File: config.mk
export PLATFORM = sky130hd
export DESIGN_NAME = mix_columns_seq
export DESIGN_NICKNAME = d
export VERILOG_FILES = /design/src/rtl/mix_columns_seq.sv
export SDC_FILE = /design/constraint.sdc
export NUM_CORES = 1
export LEC_CHECK = 0
export CAP_MARGIN = 20
export CORE_MARGIN = 2
export CORE_UTILIZATION = 45
export CTS_CLUSTER_DIAMETER = 120
export DETAILED_ROUTE_END_ITERATION = 10
export PLACE_DENSITY_LB_ADDON = 0.05
export SYNTH_ARGS = -nofsm -noshare
export SYNTH_HDL_FRONTEND = slang
export SYNTH_SLANG_ARGS = --single-unit
File: constraint.sdc
create_clock -name clk -period 7.2 [get_ports clk]
set_input_delay 1.44 -clock clk [delete_from_list [all_inputs] [get_ports clk]]
set_output_delay 1.44 -clock clk [all_outputs]
set_load 0.01 [all_outputs]
File: src/rtl/mix_columns_seq.sv
// mix_columns_seq
//   Column-serial AES MixColumns / InvMixColumns engine. A 128-bit state is
//   captured into a working register. COLS_PER_CYCLE columns are then mixed
//   in place on each clock until all four columns are done. The result is
//   held on out_data until the downstream stage accepts it.
//
// Ports
//   clk        rising-edge clock
//   rst_n      asynchronous active-low reset
//   in_valid   in_data / in_inv are valid
//   in_ready   block can accept a state this cycle
//   in_data    input state, row-major: row r, col c = [127-32r-8c -: 8]
//   in_inv     0 = MixColumns, 1 = InvMixColumns (latched on acceptance)
//   out_valid  out_data holds a completed result
//   out_ready  downstream accepts out_data
//   out_data   result state, same byte layout as in_data
//   busy       high while columns are being mixed
//
// state | meaning
// ------+------------------------------------------------------------------
// IDLE  | waiting for a state; in_ready high
// RUN   | mixing COLS_PER_CYCLE columns per clock, columns in order 0..3
// DONE  | result on out_data; a new state may be taken in the transfer cycle

module mix_columns_seq #(
  parameter int COLS_PER_CYCLE = 1
) (
  input  logic         clk,
  input  logic         rst_n,
  input  logic         in_valid,
  output logic         in_ready,
  input  logic [127:0] in_data,
  input  logic         in_inv,
  output logic         out_valid,
  input  logic         out_ready,
  output logic [127:0] out_data,
  output logic         busy
);

  generate
    if (COLS_PER_CYCLE != 1 && COLS_PER_CYCLE != 2 && COLS_PER_CYCLE != 4) begin : g_bad_cols
      $error("mix_columns_seq: COLS_PER_CYCLE must be 1, 2 or 4");
    end
  endgenerate

  // For COLS_PER_CYCLE=4 the step truncates to 0 and the last pass starts at
  // column 0, so the pointer simply stays at 0.
  localparam logic [1:0] CSTEP = 2'(COLS_PER_CYCLE);
  localparam logic [1:0] CLAST = 2'(4 - COLS_PER_CYCLE);

  typedef enum logic [1:0] {
    IDLE = 2'd0,
    RUN  = 2'd1,
    DONE = 2'd2
  } state_t;

  state_t       state_q, state_d;
  logic [127:0] work_q, work_d;
  logic [1:0]   cptr_q, cptr_d;
  logic         inv_q, inv_d;

  function automatic logic [7:0] xtime(input logic [7:0] b);
    return {b[6:0], 1'b0} ^ (b[7] ? 8'h1b : 8'h00);
  endfunction

  // Multiply by a 4-bit coefficient. This covers every MixColumns and
  // InvMixColumns coefficient, using the byte and xtime^1..3 of it.
  function automatic logic [7:0] gmul(input logic [7:0] b, input logic [3:0] k);
    logic [7:0] x1, x2, x3;
    x1 = xtime(b);
    x2 = xtime(x1);
    x3 = xtime(x2);
    return ({8{k[0]}} & b) ^ ({8{k[1]}} & x1) ^ ({8{k[2]}} & x2) ^ ({8{k[3]}} & x3);
  endfunction

  // col = {s0, s1, s2, s3} (rows 0..3). Each matrix row is the previous one
  // rotated right, so the coefficient set k0..k3 is reused with rotation.
  function automatic logic [31:0] mix_col(input logic [31:0] col, input logic inv);
    logic [7:0] s0, s1, s2, s3;
    logic [3:0] k0, k1, k2, k3;
    s0 = col[31:24];
    s1 = col[23:16];
    s2 = col[15:8];
    s3 = col[7:0];
    if (inv) begin
      k0 = 4'he; k1 = 4'hb; k2 = 4'hd; k3 = 4'h9;
    end else begin
      k0 = 4'h2; k1 = 4'h3; k2 = 4'h1; k3 = 4'h1;
    end
    return {gmul(s0, k0) ^ gmul(s1, k1) ^ gmul(s2, k2) ^ gmul(s3, k3),
            gmul(s0, k3) ^ gmul(s1, k0) ^ gmul(s2, k1) ^ gmul(s3, k2),
            gmul(s0, k2) ^ gmul(s1, k3) ^ gmul(s2, k0) ^ gmul(s3, k1),
            gmul(s0, k1) ^ gmul(s1, k2) ^ gmul(s2, k3) ^ gmul(s3, k0)};
  endfunction

  logic [31:0]  col_cur [4];
  logic [31:0]  mix_out [COLS_PER_CYCLE];
  logic [127:0] work_upd;

  always_comb begin
    for (int c = 0; c < 4; c++) begin
      col_cur[c] = {work_q[127-8*c -: 8], work_q[95-8*c -: 8],
                    work_q[63-8*c -: 8],  work_q[31-8*c -: 8]};
    end
  end

  genvar k;
  generate
    for (k = 0; k < COLS_PER_CYCLE; k++) begin : g_mix
      assign mix_out[k] = mix_col(col_cur[cptr_q + 2'(k)], inv_q);
    end
  endgenerate

  // Scatter the mixed columns back into their slots. All other columns keep
  // their current value.
  always_comb begin
    work_upd = work_q;
    for (int c = 0; c < 4; c++) begin
      for (int j = 0; j < COLS_PER_CYCLE; j++) begin
        if (cptr_q + 2'(j) == 2'(c)) begin
          work_upd[127-8*c -: 8] = mix_out[j][31:24];
          work_upd[95-8*c -: 8]  = mix_out[j][23:16];
          work_upd[63-8*c -: 8]  = mix_out[j][15:8];
          work_upd[31-8*c -: 8]  = mix_out[j][7:0];
        end
      end
    end
  end

  always_comb begin
    state_d   = state_q;
    work_d    = work_q;
    cptr_d    = cptr_q;
    inv_d     = inv_q;
    in_ready  = 1'b0;
    out_valid = 1'b0;
    busy      = 1'b0;
    case (state_q)
      IDLE: begin
        in_ready = 1'b1;
        if (in_valid) begin
          work_d  = in_data;
          inv_d   = in_inv;
          cptr_d  = 2'd0;
          state_d = RUN;
        end
      end
      RUN: begin
        busy   = 1'b1;
        work_d = work_upd;
        cptr_d = cptr_q + CSTEP;
        if (cptr_q == CLAST) begin
          state_d = DONE;
        end
      end
      DONE: begin
        out_valid = 1'b1;
        in_ready  = out_ready;
        if (out_ready) begin
          if (in_valid) begin
            work_d  = in_data;
            inv_d   = in_inv;
            cptr_d  = 2'd0;
            state_d = RUN;
          end else begin
            state_d = IDLE;
          end
        end
      end
      default: state_d = IDLE;
    endcase
  end

  always_ff @(posedge clk or negedge rst_n) begin
    if (!rst_n) begin
      state_q <= IDLE;
      work_q  <= 128'h0;
      cptr_q  <= 2'd0;
      inv_q   <= 1'b0;
    end else begin
      state_q <= state_d;
      work_q  <= work_d;
      cptr_q  <= cptr_d;
      inv_q   <= inv_d;
    end
  end

  assign out_data = work_q;

endmodule

==> key figures, run 1 <==
Status
  • Run status: finished, final reports clean

STA
  • Worst Tran Pin Value: 956 ps
  • Slew Viols, Final: 0
  • Post-route setup slack: 3060 ps
  • Clk_skew: 14.0 ps
  • RSZ-0062 raised after global routing: false
  • Fmax: 242 MHz
  • Max-slew headroom: 36.3%
  • Final setup fails: 0
  • Sum Neg Setup Slack: 0 ps
  • Fin crit period: 4140 ps
  • Ratio of final minimum period to clock period: 57.4%
  • Final hold violations: 0

Floorplanning
  • Die X-Extent: 149 um
  • Core Rows: 52
  • Die H: 149 um
  • Die area: 22,200 um^2
  • Std-Cell Core Area: 20,400 um^2
  • Starting Density: 46.2%
  • IO Pins: 264

Logic synthesis
  • Top-count cell post-synth: nand2_1
  • Top post-synthesis cells by area: dfrtp_1, xnor2_1, mux4_2
  • Top-area cell type share of the netlist area: 35.3%
  • Synth Instances: 968
  • Ys Warns: 0
  • Cell variety after synth: 39
  • Commonest cells in the netlist: nand2_1, xnor2_1, dfrtp_1
  • Number of flops mapped to enable cells by yosys: 0
  • Asr flop ratio synth: 100%
  • Seq/Total Area, Yosys: 35.3%
  • Syn Nets: 1,105
  • Leading area contributor after synthesis: dfrtp_1
  • Synth Cell Area: 9440 um^2
  • Top_reg_cell synth: dfrtp_1
  • Syn_area_per_cell: 9.75 um^2
  • Yosys reg bits: 133

Detailed routing
  • DRT iter0 DRCs: 556
  • Remaining DRCs: 0
  • Routed vias: 8,111
  • Post-route ant nets: 0
  • Routed WL per cell: 21.3 um
  • Pre-antenna DRT Iters: 5
  • Drt total wl: 31.4 mm
  • Drt via density: 5.50

Job
  • Max Cap Viol: 0

Setup path
  • Startpoint types: input port
  • Critical path fanouts, max: 3
  • CP required: 5760 ps
  • CP most frequent cell: clkdlybuf4s50_1
  • Endpoint class of the critical path: output pin
  • CP Buf/Inv Count: 3
  • Stages on worst setup path: 4
  • Worst reg2reg path depth: 9
  • Cell Chain, Critical Path: clkdlybuf4s50_1 > inv_1 > a21oi_1 > clkdlybuf4s50_1
  • CP delay by family, top: buffers and inverters
  • Critical Path AT: 2700 ps
  • Crit path kind: in -> out
  • Slowest cell on crit path: clkdlybuf4s50_1
  • Largest stage delay on the critical path: 570 ps

Placement
  • Hpwl dp: 23.2 mm
  • Placer Congestion: 0.842
  • IO Port Bufs: 263
  • Place WS: 2840 ps

Clock network
  • H-tree depth: 4
  • Gates resized, CTS repair: 0
  • Max clock buf depth: 2
  • Postcts setup bufs: 0
  • Hold_buf cts: 0
  • Worst skew pair latency: 430 ps
  • CTS tree: built
  • CTS Sinks: 133
  • CTS buffer count: 17
  • CTS Root Buffer Type: clkbuf_16
  • Clk slew on worst S/H paths: 70 ps

Finish
  • Multi-input logic area: 5740 um^2
  • Fillers: 1,794
  • Share of cells above drive strength 1: 8.97%
  • NumNets Final: 1,328
  • Seq. cell area: 3330 um^2
  • Post-layout util: 62.7%
  • Area growth syn-to-layout: 35.6%
  • N_diodes: 0

GRT
  • Initial antenna violation count: 3
  • Global-route wire length before repair: 47.9 mm
  • Number of global-route vias before repair: 8,243
  • GR Overflow Total: 0
  • GRT Overall Usage: 28.8%
  • Largest net degree at the start of global routing: 76

Worst hold path
  • Min-delay worst type: reg -> reg
  • Hold depth: 2
-- cell type report --
| type | count | area share (%) |
|---|---|---|
| clock inverter | 15 | 1.32 |
| tap | 270 | 2.64 |
| timing repair buffer | 277 | 21.7 |
| inverter | 4 | 0.117 |
| multi-input combinational | 758 | 44.9 |
| clock buffer | 17 | 3.32 |
| sequential | 133 | 26.0 |
-- state kept, by name, summed over array words and instances (netlist names) --
register,cells
state_q,2
inv_q,1
cptr_q,2
out_data,128
-- worst min-delay path, delay by kind of cell (launching register included) --
family	cells	cell delay, ps
compound gates	1	50
flops	1	360
simple gates	1	50
-- worst paths after layout --
| kind | to | slack [ps] | from |
|---|---|---|---|
| setup / recovery | in_ready | 3060 | out_ready |
| hold / removal | out_data[114] | 500 | out_data[114] |
| setup reg to reg | out_data[58] | 3080 | cptr_q[0] |
| hold reg to reg | out_data[114] | 500 | out_data[114] |
| max in group asynchronous | cptr_q[1] | 4810 | rst_n |
| min in group asynchronous | out_data[55] | 990 | rst_n |
-- kinds of logic (layout without fill, tap and decap cells) --
kind of cell | after synthesis | after routing | share of synthesized area, %
muxes | 44 | 44 | 9.05
xor gates and xnor gates | 230 | 230 | 26.9
buffers and inverters | 77 | 313 | 4.12
AOI/OAI and AO/OA | 206 | 206 | 12.4
and+or+nand+nor | 274 | 274 | 11.8
adders and majority gates | 4 | 4 | 0.530
DFF | 133 | 133 | 35.3
-- layout by cell type, fill, tap and decap left out, types with 22 or more instances in the layout --
| cell type | count |
|---|---|
| clkdlybuf4s50_1 | 262 |
| nand2_1 | 152 |
| xnor2_1 | 142 |
| dfrtp_1 | 131 |
| nor2_1 | 89 |
| a21oi_1 | 64 |
| a31oi_1 | 52 |
| xor2_1 | 46 |
| o21ai_0 | 43 |
| mux4_2 | 33 |
| xnor3_1 | 22 |
-- per-stage QoR --
stage               area, um^2  hold WS (ps)  instances
global placement         12200           483       1440
detailed placement       12200           488       1441
CTS                      12800           503       1473
floorplan                 9440           530        968
finish                   12800           502       1474
global route             12800           520       1474
-- layer usage --
layer	track usage (%)	wire length [um]
met3	6.02	2140
met2	47.5	15300
met1	39.8	13700
met5	0	0
met4	5.57	317
Power of run 1 is not shown: default switching activity piles up to over one toggle a cycle in this logic, so the estimate is an artifact.
==> inputs of run 2 (changes only) <==
==> constraint.sdc (replaced) <==
create_clock -name clk -period 3.4 [get_ports clk]
set_input_delay 0.68 -clock clk [delete_from_list [all_inputs] [get_ports clk]]
set_output_delay 0.68 -clock clk [all_outputs]
set_load 0.01 [all_outputs]
==> key figures, run 2 (synthesis results as in run 1) <==
Floorplanning
  • Core Rows: 52
  • Die area: 22,200 um^2
  • Die H: 149 um
  • Std-Cell Core Area: 20,400 um^2
  • Die X-Extent: 149 um
  • IO Pins: 264
  • Starting Density: 46.2%

Setup path
  • Largest stage delay on the critical path: 590 ps
  • Worst r2r src: cptr_q[0]
  • Cell Chain, Critical Path: buf_12 > mux4_2 > buf_4 > xor2_1 > xnor2_1 > nand2_1 > xnor3_1 > xnor2_1 > nand2_1 > a31oi_1
  • Startpoint types: flip-flop
  • CP Buf/Inv Count: 2
  • Endpoint class of the critical path: flip-flop
  • Critical Path AT: 3630 ps
  • Worst reg2reg path depth: 10
  • Setup slack, reg-to-reg: 110 ps
  • Reg2reg end: out_data[88]
  • CP required: 3750 ps
  • Crit path kind: reg -> reg
  • Slowest cell on crit path: mux4_2
  • Critical path fanouts, max: 14
  • CP delay by family, top: XOR/XNOR gates

Finish
  • Largest register FFs: 128
  • Commonest non-fill, non-tap cell in the layout: clkdlybuf4s50_1
  • Seq. cell area: 3330 um^2
  • Fillers: 1,681
  • Multi-input logic area: 5780 um^2
  • Commonest cells after routing, fill and taps aside: clkdlybuf4s50_1, nand2_1, xnor2_1
  • N_diodes: 0
  • NumNets Final: 1,383
  • Share of cells above drive strength 1: 13.3%
  • Area growth syn-to-layout: 40.3%

Clock network
  • Worst skew pair latency: 440 ps
  • Clk slew on worst S/H paths: 70 ps
  • H-tree depth: 4
  • Max clock buf depth: 2
  • CTS tree: built
  • CTS Sinks: 133
  • CTS Root Buffer Type: clkbuf_16
  • CTS buffer count: 17

GRT
  • GRT Overall Usage: 30.0%
  • Global-route wire length before repair: 49.7 mm
  • GR Overflow Total: 0
  • Number of global-route vias before repair: 8,487
  • Initial antenna violation count: 0
  • Largest net degree at the start of global routing: 62

Placement
  • Hpwl dp: 24.5 mm
  • IO Port Bufs: 263
  • Placer Congestion: 0.873

Detailed routing
  • Remaining DRCs: 0
  • Met1 WL: 14.1 mm
  • Met3 wire length: 2.37 mm
  • Drt via density: 5.43
  • Routed WL per cell: 21.4 um
  • Pre-antenna DRT Iters: 7
  • Drt total wl: 32.7 mm
  • Post-route ant nets: 0
  • DRT iter0 DRCs: 546
  • DR top layer: met4
  • Met2 wire length: 15.8 mm
  • Routed vias: 8,307

STA
  • Final hold violations: 0
  • RSZ-0062 raised after global routing: false
  • Ratio of final minimum period to clock period: 96.6%
  • Fin crit period: 3290 ps
  • Sum Neg Setup Slack: 0 ps
  • Clk_skew: 20.4 ps
  • Fmax: 304 MHz
  • Slew Viols, Final: 0
  • Final setup fails: 0
  • Worst Tran Pin Value: 645 ps
  • Max-slew headroom: 57.0%

Worst hold path
  • Min-delay worst type: in -> async

Job
  • Max Cap Viol: 0

Status
  • Run status: finished, final reports clean
run 2: cell types whose count changed in the layout (fill, tap and decap cells not counted), moves of 2 or more:
cell       previous run  this run
bufinv_16             2         0
buf_4                12        64
xnor2_1             142       139
buf_16                2         0
buf_12                0         4
xnor2_2               9        11
run 2: metal layers:
| layer | track usage [%] | up-vias |
|---|---|---|
| met5 | 0 | - |
| met4 | 6.71 | 0 |
| met3 | 7.09 | 37 |
| met2 | 48.4 | 342 |
| met1 | 41.4 | 4062 |
| li1 | - | 3866 |
run 2: through the flow:
stage	cells	cell area (um^2)	hold slack (ps)	util, %	worst slack (ps)
5_1_grt	1529	13200	232	64.8	4.33
3_5_place_dp	1490	12600	487	61.5	116
3_3_place_gp	1490	12600	486	61.5	124
2_1_floorplan	968	9440	384	-	359
4_1_cts	1522	13100	222	64.2	79.0
6_report	1529	13200	211	64.8	114
run 2: area by class of cell:
class / count / area share [%]
Clock buffer: 18 / 3.32
Clock inverter: 14 / 0.879
Inverter: 4 / 0.113
Multi-Input combinational cell: 758 / 43.7
Sequential cell: 133 / 25.2
Tap cell: 270 / 2.55
Timing Repair Buffer: 332 / 24.3
run 2: how the worst max path moves through the flow:
stage | from | end | cells after the start
after global placement | cptr_q[0] | out_data[69] | 10
after CTS | cptr_q[0] | out_data[70] | 10
final | cptr_q[0] | out_data[88] | 10
after floorplan | cptr_q[0] | out_data[67] | 10
after global routing | cptr_q[0] | out_data[88] | 10
after detailed placement | cptr_q[0] | out_data[60] | 10
run 2: timing repair:
action                     in CTS  in global routing
hold buffers                    0                  0
resized for setup               0                  6
buffers inserted                0                  6
setup endpoints to repair       0                 15
Power of run 2 is left out for the same reason.
